File: src/rtl/pic_fetch_ctrl.sv
// Picture ROM fetch sequencer: places a PIC_W x PIC_H window at a runtime (x0,y0), issues
// rom_addr/rom_rden one pixel early and flags aligned ROM data; position changes land at frame start.
module pic_fetch_ctrl #(
  parameter int H_VALID = 640,
  parameter int V_VALID = 480,
  parameter int PIC_W   = 600,
  parameter int PIC_H   = 100,
  parameter int ADDR_W  = 16
) (
  input  logic              i_vga_clk,
  input  logic              i_sys_rst_n,
  input  logic [9:0]        i_pix_x,
  input  logic [9:0]        i_pix_y,
  input  logic              i_frame_start,
  input  logic              i_cfg_en,
  input  logic              i_cfg_valid,
  output logic              o_cfg_ready,
  input  logic [9:0]        i_cfg_x0,
  input  logic [9:0]        i_cfg_y0,
  output logic              o_cfg_err,
  output logic [ADDR_W-1:0] o_rom_addr,
  output logic              o_rom_rden,
  output logic              o_pic_valid,
  output logic              o_frame_done,
  output logic [1:0]        o_ctrl_state
);

  localparam logic [10:0]       X_MAX     = 11'(H_VALID - PIC_W);
  localparam logic [10:0]       Y_MAX     = 11'(V_VALID - PIC_H);
  localparam logic [9:0]        X_RST     = 10'((H_VALID - PIC_W) / 2);
  localparam logic [9:0]        Y_RST     = 10'((V_VALID - PIC_H) / 2);
  localparam logic [10:0]       W11       = 11'(PIC_W);
  localparam logic [10:0]       H11       = 11'(PIC_H);
  localparam logic [ADDR_W-1:0] LAST_ADDR = ADDR_W'(PIC_W * PIC_H - 1);

  typedef enum logic [1:0] {
    IDLE   = 2'd0,
    ACTIVE = 2'd1,
    DONE   = 2'd2
  } state_t;

  state_t      r_state;
  logic [9:0]  r_x0;
  logic [9:0]  r_y0;
  logic [9:0]  r_pend_x;
  logic [9:0]  r_pend_y;
  logic        r_pend;

  logic        w_xfer;
  logic        w_legal;
  logic [10:0] w_x_lo;
  logic [10:0] w_x_hi;
  logic [10:0] w_y_hi;
  logic        w_in_win;
  logic        w_rden;

  assign w_xfer  = i_cfg_valid && o_cfg_ready;
  assign w_legal = (i_cfg_x0 != 10'd0) && ({1'b0, i_cfg_x0} <= X_MAX) &&
                   ({1'b0, i_cfg_y0} <= Y_MAX);

  // Left edge starts one column early so ROM q lines up with the pixel it belongs to.
  assign w_x_lo   = {1'b0, r_x0} - 11'd1;
  assign w_x_hi   = {1'b0, r_x0} + W11 - 11'd1;
  assign w_y_hi   = {1'b0, r_y0} + H11;
  assign w_in_win = ({1'b0, i_pix_x} >= w_x_lo) && ({1'b0, i_pix_x} < w_x_hi) &&
                    ({1'b0, i_pix_y} >= {1'b0, r_y0}) && ({1'b0, i_pix_y} < w_y_hi);
  assign w_rden   = (r_state == ACTIVE) && w_in_win;

  assign o_rom_rden   = w_rden;
  assign o_ctrl_state = r_state;

  // A pending position is held back until the next frame start so a frame never tears.
  always_ff @(posedge i_vga_clk or negedge i_sys_rst_n) begin
    if (!i_sys_rst_n) begin
      r_x0        <= X_RST;
      r_y0        <= Y_RST;
      r_pend_x    <= 10'd0;
      r_pend_y    <= 10'd0;
      r_pend      <= 1'b0;
      o_cfg_ready <= 1'b1;
      o_cfg_err   <= 1'b0;
    end else begin
      o_cfg_err <= w_xfer && !w_legal;
      if (i_frame_start && r_pend) begin
        r_x0        <= r_pend_x;
        r_y0        <= r_pend_y;
        r_pend      <= 1'b0;
        o_cfg_ready <= 1'b1;
      end
      if (w_xfer && w_legal) begin
        r_pend_x    <= i_cfg_x0;
        r_pend_y    <= i_cfg_y0;
        r_pend      <= 1'b1;
        o_cfg_ready <= 1'b0;
      end
    end
  end

  always_ff @(posedge i_vga_clk or negedge i_sys_rst_n) begin
    if (!i_sys_rst_n) begin
      r_state      <= IDLE;
      o_rom_addr   <= '0;
      o_pic_valid  <= 1'b0;
      o_frame_done <= 1'b0;
    end else begin
      o_pic_valid  <= w_rden;
      o_frame_done <= 1'b0;
      if (i_frame_start) begin
        o_rom_addr <= '0;
        r_state    <= i_cfg_en ? ACTIVE : IDLE;
      end else if (w_rden) begin
        if (o_rom_addr == LAST_ADDR) begin
          o_rom_addr   <= '0;
          o_frame_done <= 1'b1;
          r_state      <= DONE;
        end else begin
          o_rom_addr <= o_rom_addr + ADDR_W'(1);
        end
      end
    end
  end

endmodule
File: config.mk
export PLATFORM = sky130hd
export DESIGN_NAME = pic_fetch_ctrl
export DESIGN_NICKNAME = d
export VERILOG_FILES = /design/src/rtl/pic_fetch_ctrl.sv
export SDC_FILE = /design/constraint.sdc
export NUM_CORES = 1
export LEC_CHECK = 0
export CAP_MARGIN = 15
export CORE_UTILIZATION = 30
export CTS_CLUSTER_DIAMETER = 120
export DETAILED_ROUTE_END_ITERATION = 8
export GPL_ROUTABILITY_DRIVEN = 0
export HOLD_SLACK_MARGIN = 0.1
export PLACE_DENSITY = 0.51
export SYNTH_ARGS = -nofsm -noshare
export SYNTH_HDL_FRONTEND = slang
export SYNTH_SLANG_ARGS = --single-unit
File: constraint.sdc
create_clock -name i_vga_clk -period 4.9 [get_ports i_vga_clk]
set_clock_uncertainty 0.15 [all_clocks]
set_input_delay 0.98 -clock i_vga_clk [delete_from_list [all_inputs] [get_ports i_vga_clk]]
set_output_delay 0.98 -clock i_vga_clk [all_outputs]
set_load 0.005 [all_outputs]
==> results of run 1 <==
-- power by group --
part	total (mW)	internal (mW)	switching [mW]
Clock	0.626	0.404	0.222
Combinational	0.0938	0.0516	0.0422
Sequential	0.525	0.523	0.00227
Total	1.24	0.978	0.266
-- routing by layer --
| metal | share of wire | vias up |
|---|---|---|
| met5 | 0 | - |
| met1 | 0.49 | 1498 |
| met4 | 0.010 | 0 |
| li1 | - | 1525 |
| met3 | 0.033 | 6 |
| met2 | 0.47 | 46 |
-- cell usage after synthesis (2+ instances only) --
| cell type | instances | area [sq um] |
|---|---|---|
| sky130_fd_sc_hd__dfrtp_1 | 54 | 1350 |
| sky130_fd_sc_hd__ha_1 | 38 | 475 |
| sky130_fd_sc_hd__mux2_2 | 35 | 394 |
| sky130_fd_sc_hd__a21oi_1 | 23 | 115 |
| sky130_fd_sc_hd__inv_1 | 22 | 82.6 |
| sky130_fd_sc_hd__nor2_1 | 19 | 71.3 |
| sky130_fd_sc_hd__nand2_1 | 18 | 67.6 |
| sky130_fd_sc_hd__clkbuf_1 | 16 | 60.1 |
| sky130_fd_sc_hd__o21ai_0 | 14 | 70.1 |
| sky130_fd_sc_hd__xnor2_1 | 14 | 123 |
| sky130_fd_sc_hd__nand3_1 | 10 | 50.1 |
| sky130_fd_sc_hd__dfstp_2 | 9 | 236 |
| sky130_fd_sc_hd__and3_1 | 8 | 50.1 |
| sky130_fd_sc_hd__or3_1 | 8 | 50.1 |
| sky130_fd_sc_hd__a21o_1 | 7 | 52.6 |
| sky130_fd_sc_hd__nor2b_1 | 7 | 43.8 |
| sky130_fd_sc_hd__nand4_1 | 6 | 37.5 |
| sky130_fd_sc_hd__xor2_1 | 6 | 52.6 |
| sky130_fd_sc_hd__nor4_1 | 5 | 31.3 |
| sky130_fd_sc_hd__a211oi_1 | 4 | 30.0 |
| sky130_fd_sc_hd__nand3b_1 | 4 | 30.0 |
| sky130_fd_sc_hd__nor3_1 | 4 | 20.0 |
| sky130_fd_sc_hd__o21a_1 | 4 | 30.0 |
| sky130_fd_sc_hd__o31ai_1 | 4 | 30.0 |
| sky130_fd_sc_hd__or4_1 | 4 | 30.0 |
| sky130_fd_sc_hd__a211o_1 | 3 | 26.3 |
| sky130_fd_sc_hd__a31oi_1 | 3 | 18.8 |
| sky130_fd_sc_hd__nand2b_1 | 3 | 18.8 |
| sky130_fd_sc_hd__and2_1 | 2 | 12.5 |
| sky130_fd_sc_hd__buf_2 | 2 | 10.0 |
| sky130_fd_sc_hd__nor3b_1 | 2 | 15.0 |
| sky130_fd_sc_hd__o211ai_1 | 2 | 15.0 |
| sky130_fd_sc_hd__o21bai_1 | 2 | 15.0 |
| sky130_fd_sc_hd__o22ai_1 | 2 | 12.5 |
| sky130_fd_sc_hd__or4b_1 | 2 | 20.0 |
-- critical path, delay by kind of cell (launching register included) --
kind	cells	cell delay [ns]
AO/OA/AOI/OAI	3	1.04
XOR/XNOR	1	0.16
adder cells (fa/ha/maj)	2	0.46
buffers and inverters	3	0.74
flip-flops	1	0.40
AND/OR/NAND/NOR	3	0.38
-- flip-flops by register name (all words and copies together), names as in the netlist, 2 cells and up --
signal / flops
o_rom_addr: 16
r_pend_y: 10
r_x0: 10
o_ctrl_state: 2
r_pend_x: 10
r_y0: 10
-- placed cells by master (no fill, tap or decap), types with 14 or more instances in the layout --
cell                              Yosys  final
sky130_fd_sc_hd__a21oi_1             23     23
sky130_fd_sc_hd__clkdlybuf4s50_1      0     66
sky130_fd_sc_hd__dfrtp_1             54     54
sky130_fd_sc_hd__ha_1                38     38
sky130_fd_sc_hd__inv_1               22     22
sky130_fd_sc_hd__mux2_2              35     35
sky130_fd_sc_hd__nand2_1             18     18
sky130_fd_sc_hd__nor2_1              19     19
sky130_fd_sc_hd__o21ai_0             14     14
sky130_fd_sc_hd__xnor2_1             14     14
-- path summary, 6_finish.rpt --
path / end / from / slack, ns
worst max-delay path: o_rom_rden / r_x0[0]$_DFFE_PN0P_ / 0.27
worst min-delay path: o_cfg_err$_DFF_PN0_ / o_cfg_ready$_DFFE_PN1P_ / 0.34
worst max register to register: o_rom_addr[8]$_DFFE_PN0P_ / r_x0[0]$_DFFE_PN0P_ / 1.19
worst min register to register: o_cfg_err$_DFF_PN0_ / o_cfg_ready$_DFFE_PN1P_ / 0.34
max in group asynchronous: o_ctrl_state[1]$_DFFE_PN0P_ / i_sys_rst_n / 3.39
min in group asynchronous: o_rom_addr[1]$_DFFE_PN0P_ / i_sys_rst_n / 0.68
-- kinds of logic (layout without fill, tap and decap cells) --
kind of cell / count (synthesis) / count (layout)
simple gates: 106 / 106
flops: 63 / 63
buf+inv: 42 / 113
xor+xnor: 20 / 20
fa+ha+maj: 38 / 38
compound gates: 78 / 78
mux: 36 / 36
-- layout make-up --
class | instances | area [sq um]
Sequential cell | 63 | 1590
Timing Repair Buffer | 74 | 718
Multi-Input combinational cell | 278 | 2160
Tap cell | 172 | 215
Fill cell | 1284 | 7600
Inverter | 23 | 88.8
Clock buffer | 10 | 239
Clock inverter | 6 | 60.1
-- per-stage QoR --
| step | util | setup slack [ns] | instances | power (mW) |
|---|---|---|---|---|
| after global routing | 0.400 | 0.0337 | 626 | 1.30 |
| after floorplan | - | 1.08 | 383 | 0.565 |
| after detailed placement | 0.376 | 0.271 | 610 | 0.629 |
| final | 0.400 | 0.270 | 626 | 1.24 |
| after CTS | 0.399 | 0.110 | 626 | 1.27 |
| after global placement | 0.376 | 0.304 | 610 | 0.627 |
==> flow_results.org, run 1 <==
** Outcome
- The run finished with clean final reports.

** STA
- In this run the tightest slew margin relative to its limit is 0.399.
- Final setup violation count :: 0
- Dividing the final minimum period by the clock period gives 0.945.
- Final setup TNS :: 0 ns
- The count of pins over their slew limit is 0.
- Worst-case hold slack :: 0.342 ns
- The final number of hold-violating endpoints was 0.
- At the pin with the least slew margin, the transition time is 0.901 ns.
- Timing would allow up to around 220 MHz.
- Setup repair after global routing left no endpoint under its margin.
- The smallest clock period supported by the final layout is computed as between 4 and 5 ns.

** Yosys
- The netlist uses 52 different library cells.
- The synthesized netlist occupies a cell area of 3910 sq um.
- Syn Nets :: 466
- After synthesis, the share of cell area in mux cells is 0.103.
- Of the total synthesized cell area, the portion taken by AND, OR, NAND and NOR gates is 0.149.
- Instance count of the mapped netlist :: 383
- Counting flops with a built-in enable in the synthesized netlist gives 0.
- The share of the Yosys chip area taken by registers is 0.406.
- After synthesis the netlist holds a flip-flop and latch count of 63.
- Top flip-flop cell by instance count after synthesis :: sky130_fd_sc_hd__dfrtp_1
- Of the total synthesized cell area, the portion taken by XOR and XNOR cells is 0.0448.
- Share of synthesized flip-flops with an asynchronous set or reset :: 1.00
- Adder and majority cell fraction of the synthesized area :: 0.122
- Synthesis warning total :: 0
- Fraction of the mapped netlist area in compound gates :: 0.132
- Each instance of the synthesized netlist takes up on average 10.2 sq um.
- Main combinational cell family by area after synthesis :: simple AND/OR/NAND/NOR gates

** Finish
- Antenna Diode Count :: 0
- Design area :: 5070 sq um
- Fraction of layout instances using a drive strength above 1 :: 0.165
- From synthesis to final layout, the design area changed by 29.6%.
- Layout net count :: 532

** Clock network
- Number of post-CTS setup repair buffers :: 0
- No sink is reached through more buffers than the 2 on the longest clock path.
- In this run, post-CTS hold repair placed 0 buffers.
- The tree is rooted in a sky130_fd_sc_hd__clkbuf_16.
- # H-tree levels :: 3
- CTS tree :: built
- Counting the buffers created by CTS gives 9.
- Post-cts sizing count :: 0
- Worst-skew pair later-pin latency :: between 0.3 and 0.4 ns
- Clock-pin slew on the worst setup and hold paths :: about 0.050 ns
- Sinks on Clock Net :: 63

** Floorplanning
- Row generation in the floorplan step produced 41 rows.
- For this configuration, the core starts out at a cell density of 0.308.
- Core region area :: 12700 sq um
- DIE AREA :: 13500 sq um
- between 60 and 70 I/O pins were placed.
- Horizontal die dimension :: between 100 and 150 um
- In this run the vertical extent of the chip is 116 um.

** Pwr
- Dividing total power by cell area gives a power density of approximately 250 nW/um^2.
- In this run the static leakage power is 2.25 nW.
- Peak supply drop :: approximately 0.21 mV

** Critical path
- Of all nets on the critical path, the largest fanout is 7.
- Worst path most repeated cell :: sky130_fd_sc_hd__ha_1
- Type of the setup path with the least slack :: reg -> out
- CP peak stage delay :: 0.51 ns
- Kind of end point of the critical path :: primary output
- For the worst setup path, the data required time is roughly 3.8 ns.
- The worst setup path is launched from a register.
- Standard cell with the maximum stage delay on the critical path :: sky130_fd_sc_hd__clkdlybuf4s50_1
- Walking the worst path, the cells encountered are inv_1 -> ha_1 -> nand2b_1 -> a31o_2 -> nand2_1 -> xor2_1 -> ha_1 -> a2111o_1 -> o32ai_1 -> nand3_2 -> inv_4 -> clkdlybuf4s50_1.
- Number of cells traversed by the worst register-to-register path :: 13
- Arrival @ worst endpoint :: 3.50 ns

** Routing
- Average wire length per cell after detail routing :: 14.0 um
- DRT Pass-1 Iters :: 4
- Number of DRC markers after the initial detailed-route iteration :: 107
- In the routed layout, each cell is associated on average with a via count of 4.91.
- The detail route stage leaves a number of antenna-violating nets equal to 0.
- DRC Markers :: 0
- Total wire length after detailed routing :: 8740 um
- Detailed routing inserted a total of 3075 vias.

** Hold path
- Type of the most critical hold path :: reg -> reg
- Cell depth of the worst min-delay path :: 2

** Run
- Max-cap violations :: 0

** Global route
- Grt met2 use :: 0.230
- Gr busiest metal :: met2
- Vias in the first global route :: 3134
- For met1 alone, demand over resource in global routing was 0.191.
- The initial antenna violation count was 0.
- GRT overflow :: 0
- GR Util met3 :: 0.0311
- Global router's overall resource usage :: 0.142
- First-pass GRT wire length :: 14900 um
- Entering global routing, the biggest net connects 64 pins.

** Placed design
- Cell area after placement :: 4760 sq um
- Placed wire-length estimate :: 6540 um
- I/O Buffers :: 67
Note: power is estimated with default switching activity, not from simulation.
==> run 2, diff against run 1 <==
--- a/config.mk
+++ b/config.mk
@@ -6,12 +6,12 @@
 export NUM_CORES = 1
 export LEC_CHECK = 0
 export CAP_MARGIN = 15
-export CORE_UTILIZATION = 30
+export CORE_UTILIZATION = 40
 export CTS_CLUSTER_DIAMETER = 120
 export DETAILED_ROUTE_END_ITERATION = 8
 export GPL_ROUTABILITY_DRIVEN = 0
 export HOLD_SLACK_MARGIN = 0.1
-export PLACE_DENSITY = 0.51
+export PLACE_DENSITY = 0.64
 export SYNTH_ARGS = -nofsm -noshare
 export SYNTH_HDL_FRONTEND = slang
 export SYNTH_SLANG_ARGS = --single-unit
==> run 2 against run 1 <==
Net effect: final cell count shrank 6.9%; clock power down 9.4%; via count decreased by 0.46%; maximum frequency decreased by 0.71%; total power is 4.9% lower; highest routed layer unchanged; non-clock buffer count stayed put; setup slack worse by 0.033 ns; first-iteration DRC count is 28% higher; critical path type unchanged; die area down 25%; combinational power decreased by 0.9%; design area shrank 1.9%.
==> flow_results.org, run 2 (synthesized netlist as in run 1, its figures left out) <==
** Routing
- For this block, the via count after detailed routing is 3061.
- In the final routed layout, each cell accounts on average for 14.1 um.
- Final antenna-violating net count :: 0
- After detailed routing, the total wire length is 8230 um.
- DRC Markers :: 0
- The first detailed-routing pass ran for 4 iterations.
- Using the TritonRoute via totals, the vias-per-cell ratio works out to between 5 and 6.
- Number of DRC markers after the initial detailed-route iteration :: 137

** Clock network
- Number of post-CTS setup repair buffers :: 0
- CTS tree :: built
- Sinks on Clock Net :: 63
- Worst-case clock buffer depth :: 2
- Clock-pin slew was measured on the worst setup and hold paths at 0.07 ns.
- Clock tree synthesis selected as its root buffer the cell sky130_fd_sc_hd__clkbuf_8.
- Worst-skew pair later-pin latency :: 0.34 ns
- The H-tree was split into 3 levels.
- Buffers inserted during clock tree synthesis total 9.

** Floorplanning
- Horizontal die dimension :: 101 um
- Num rows :: 35
- Die span in y :: 101 um
- The initial utilization of the core area, before any placement, comes to 0.417.
- For this design the top-level I/O count stands at slightly below 70.
- The die covers 10200 sq um.
- The core region is 9370 sq um.

** Outcome
- The flow ran to the end, and the final reports show no timing, DRC or antenna violations.

** Hold path
- The min-delay analysis places its worst path in the category reg -> reg.
- Hold path start :: o_cfg_ready$_DFFE_PN1P_
- Destination of the worst hold path :: o_cfg_err$_DFF_PN0_
- Cell depth of the worst min-delay path :: 2

** Global route
- After global routing the overflow that remains totals 0.
- In the global route stage, overall resource usage came out at 0.171.
- Largest net degree at the start of global routing :: 64
- The first global-routing pass estimated approximately 14000 um of wire.
- The via count of the first global-routing pass is 2916.
- The initial antenna violation count is 0.

** Critical path
- Beginning of the worst register-to-register path :: r_x0[0]$_DFFE_PN0P_
- Worst path most repeated cell :: sky130_fd_sc_hd__ha_1
- Kind of end point of the critical path :: primary output
- Arrival @ worst endpoint :: around 3.5 ns
- On the worst path, the slowest cell contributes a delay of 0.52 ns.
- STA classifies the critical path startpoint as a register.
- Family with the most delay on the worst path :: compound AO/OA/AOI/OAI gates
- For the worst setup path, the data required time is about 3.8 ns.
- Bufs and invs on worst path :: 3
- Chain of cells forming the critical path :: inv_1 -> ha_1 -> nand2b_1 -> a31o_2 -> nand2_1 -> xor2_1 -> ha_1 -> a2111o_1 -> o32ai_1 -> nand3_2 -> inv_2 -> clkdlybuf4s50_1
- Crit path launch :: r_x0[0]$_DFFE_PN0P_
- Type of the setup path with the least slack :: reg -> out
- Reg-to-reg endpoint :: o_rom_addr[14]$_DFFE_PN0P_
- Of all nets on the critical path, the largest fanout is 7.
- Flop-to-flop setup slack :: 1.23 ns
- Standard cell with the maximum stage delay on the critical path :: sky130_fd_sc_hd__clkdlybuf4s50_1
- Number of cells traversed by the worst register-to-register path :: 13

** Pwr
- Leak Pwr :: 2.23 nW
- VDD sags by at most 0.132 mV.
- Total power divided by cell area :: 238 nW/um^2

** Finish
- Fraction of layout instances using a drive strength above 1 :: 0.167
- In the layout the commonest cells are 66 x sky130_fd_sc_hd__clkdlybuf4s50_1, 54 x sky130_fd_sc_hd__dfrtp_1, 38 x sky130_fd_sc_hd__ha_1.
- Largest register by flop count :: o_rom_addr
- Layout net count :: 532
- 0 antenna diodes ended up in the layout.
- The register with the most flip-flops in the layout has 16 of them.
- Number of fillers in the final layout :: 860
- Most common cell after layout, fill and taps aside :: sky130_fd_sc_hd__clkdlybuf4s50_1
- Area growth from synthesis to final layout :: 27.2%
- After routing the design area is 4970 sq um.

** STA
- Static timing analysis puts the maximum clock frequency at between 200 and 250 MHz.
- Final hold viol count :: 0
- Of the available clock period, the critical path in the final layout requires 0.952.
- Setup repair after global routing left no endpoint under its margin.
- Max-slew violation total from the final report :: 0
- Counting I/O delays and the setup requirement, the final critical path takes 4.66 ns.
- Transition at the pin with the smallest max-transition slack :: ~1.0 ns
- Setup violations remaining at the end of the flow were counted as 0.
- Tightest slew margin relative to the limit :: 0.318
- Final setup TNS :: 0 ns

** Run
- The tool flagged a number of max-cap violations equal to 0.

** Placed design
- Cell area after placement :: 4710 sq um
- Port buffering added 67 buffers.
- Placed wire-length estimate :: 6210 um
[run 2: how the worst max path moves through the flow]
stage / to / depth (start not counted)
finish: o_rom_rden / 12
detailed placement: o_rom_rden / 9
global placement: o_rom_rden / 9
CTS: o_rom_rden / 13
floorplan: o_rom_rden / 13
global route: o_rom_rden / 12
[run 2: worst reg2reg max path, cell delays in order, from the launching register on]
cell and delay (ns):
sky130_fd_sc_hd__dfrtp_1 0.40, sky130_fd_sc_hd__inv_1 0.08, sky130_fd_sc_hd__ha_1 0.18, sky130_fd_sc_hd__nand2b_1 0.12
sky130_fd_sc_hd__a31o_2 0.28, sky130_fd_sc_hd__nand2_1 0.07, sky130_fd_sc_hd__xor2_1 0.18, sky130_fd_sc_hd__ha_1 0.28
sky130_fd_sc_hd__a2111o_1 0.41, sky130_fd_sc_hd__o32ai_1 0.34, sky130_fd_sc_hd__nand3_2 0.17, sky130_fd_sc_hd__buf_4 0.25
sky130_fd_sc_hd__or4b_1 0.53, sky130_fd_sc_hd__a21oi_1 0.17
[run 2: cell type report]
class / instances / area (sq um) / share of cell area
sequential: 63 / 1590 / 0.319
inverter: 23 / 86.3 / 0.0174
clock inverter: 6 / 116 / 0.0234
clock buffer: 10 / 138 / 0.0277
timing repair buffer: 74 / 718 / 0.144
multi-input combinational: 278 / 2160 / 0.435
tap: 129 / 161 / 0.0325
[run 2: repair_timing]
item                       in CTS  in global routing
setup endpoints to repair       0                  1
resized for setup               0                  2
hold buffers                    0                  0
[run 2: per-stage QoR]
stage / power [mW] / cells / worst slack [ns] / hold WS (ns) / util
after global placement: 0.626 / 567 / 0.355 / 0.331 / 0.502
after floorplan: 0.565 / 383 / 1.08 / 0.310 / -
after global routing: 1.23 / 583 / 0.00906 / 0.370 / 0.531
after CTS: 1.20 / 583 / 0.142 / 0.350 / 0.529
final: 1.18 / 583 / 0.237 / 0.343 / 0.531
after detailed placement: 0.628 / 567 / 0.325 / 0.335 / 0.502
[run 2: metal layers]
metal / track usage / wire [um] / share of wire
met5: 0 / 0 / 0
met4: 0.0669 / 127 / 0.015
met1: 0.226 / 3870 / 0.47
met3: 0.0284 / 249 / 0.030
met2: 0.282 / 3980 / 0.48
[run 2: where the power goes]
part	internal, mW	switching (mW)
sequential	0.522	0.00219
clock	0.355	0.211
combinational	0.0519	0.0411
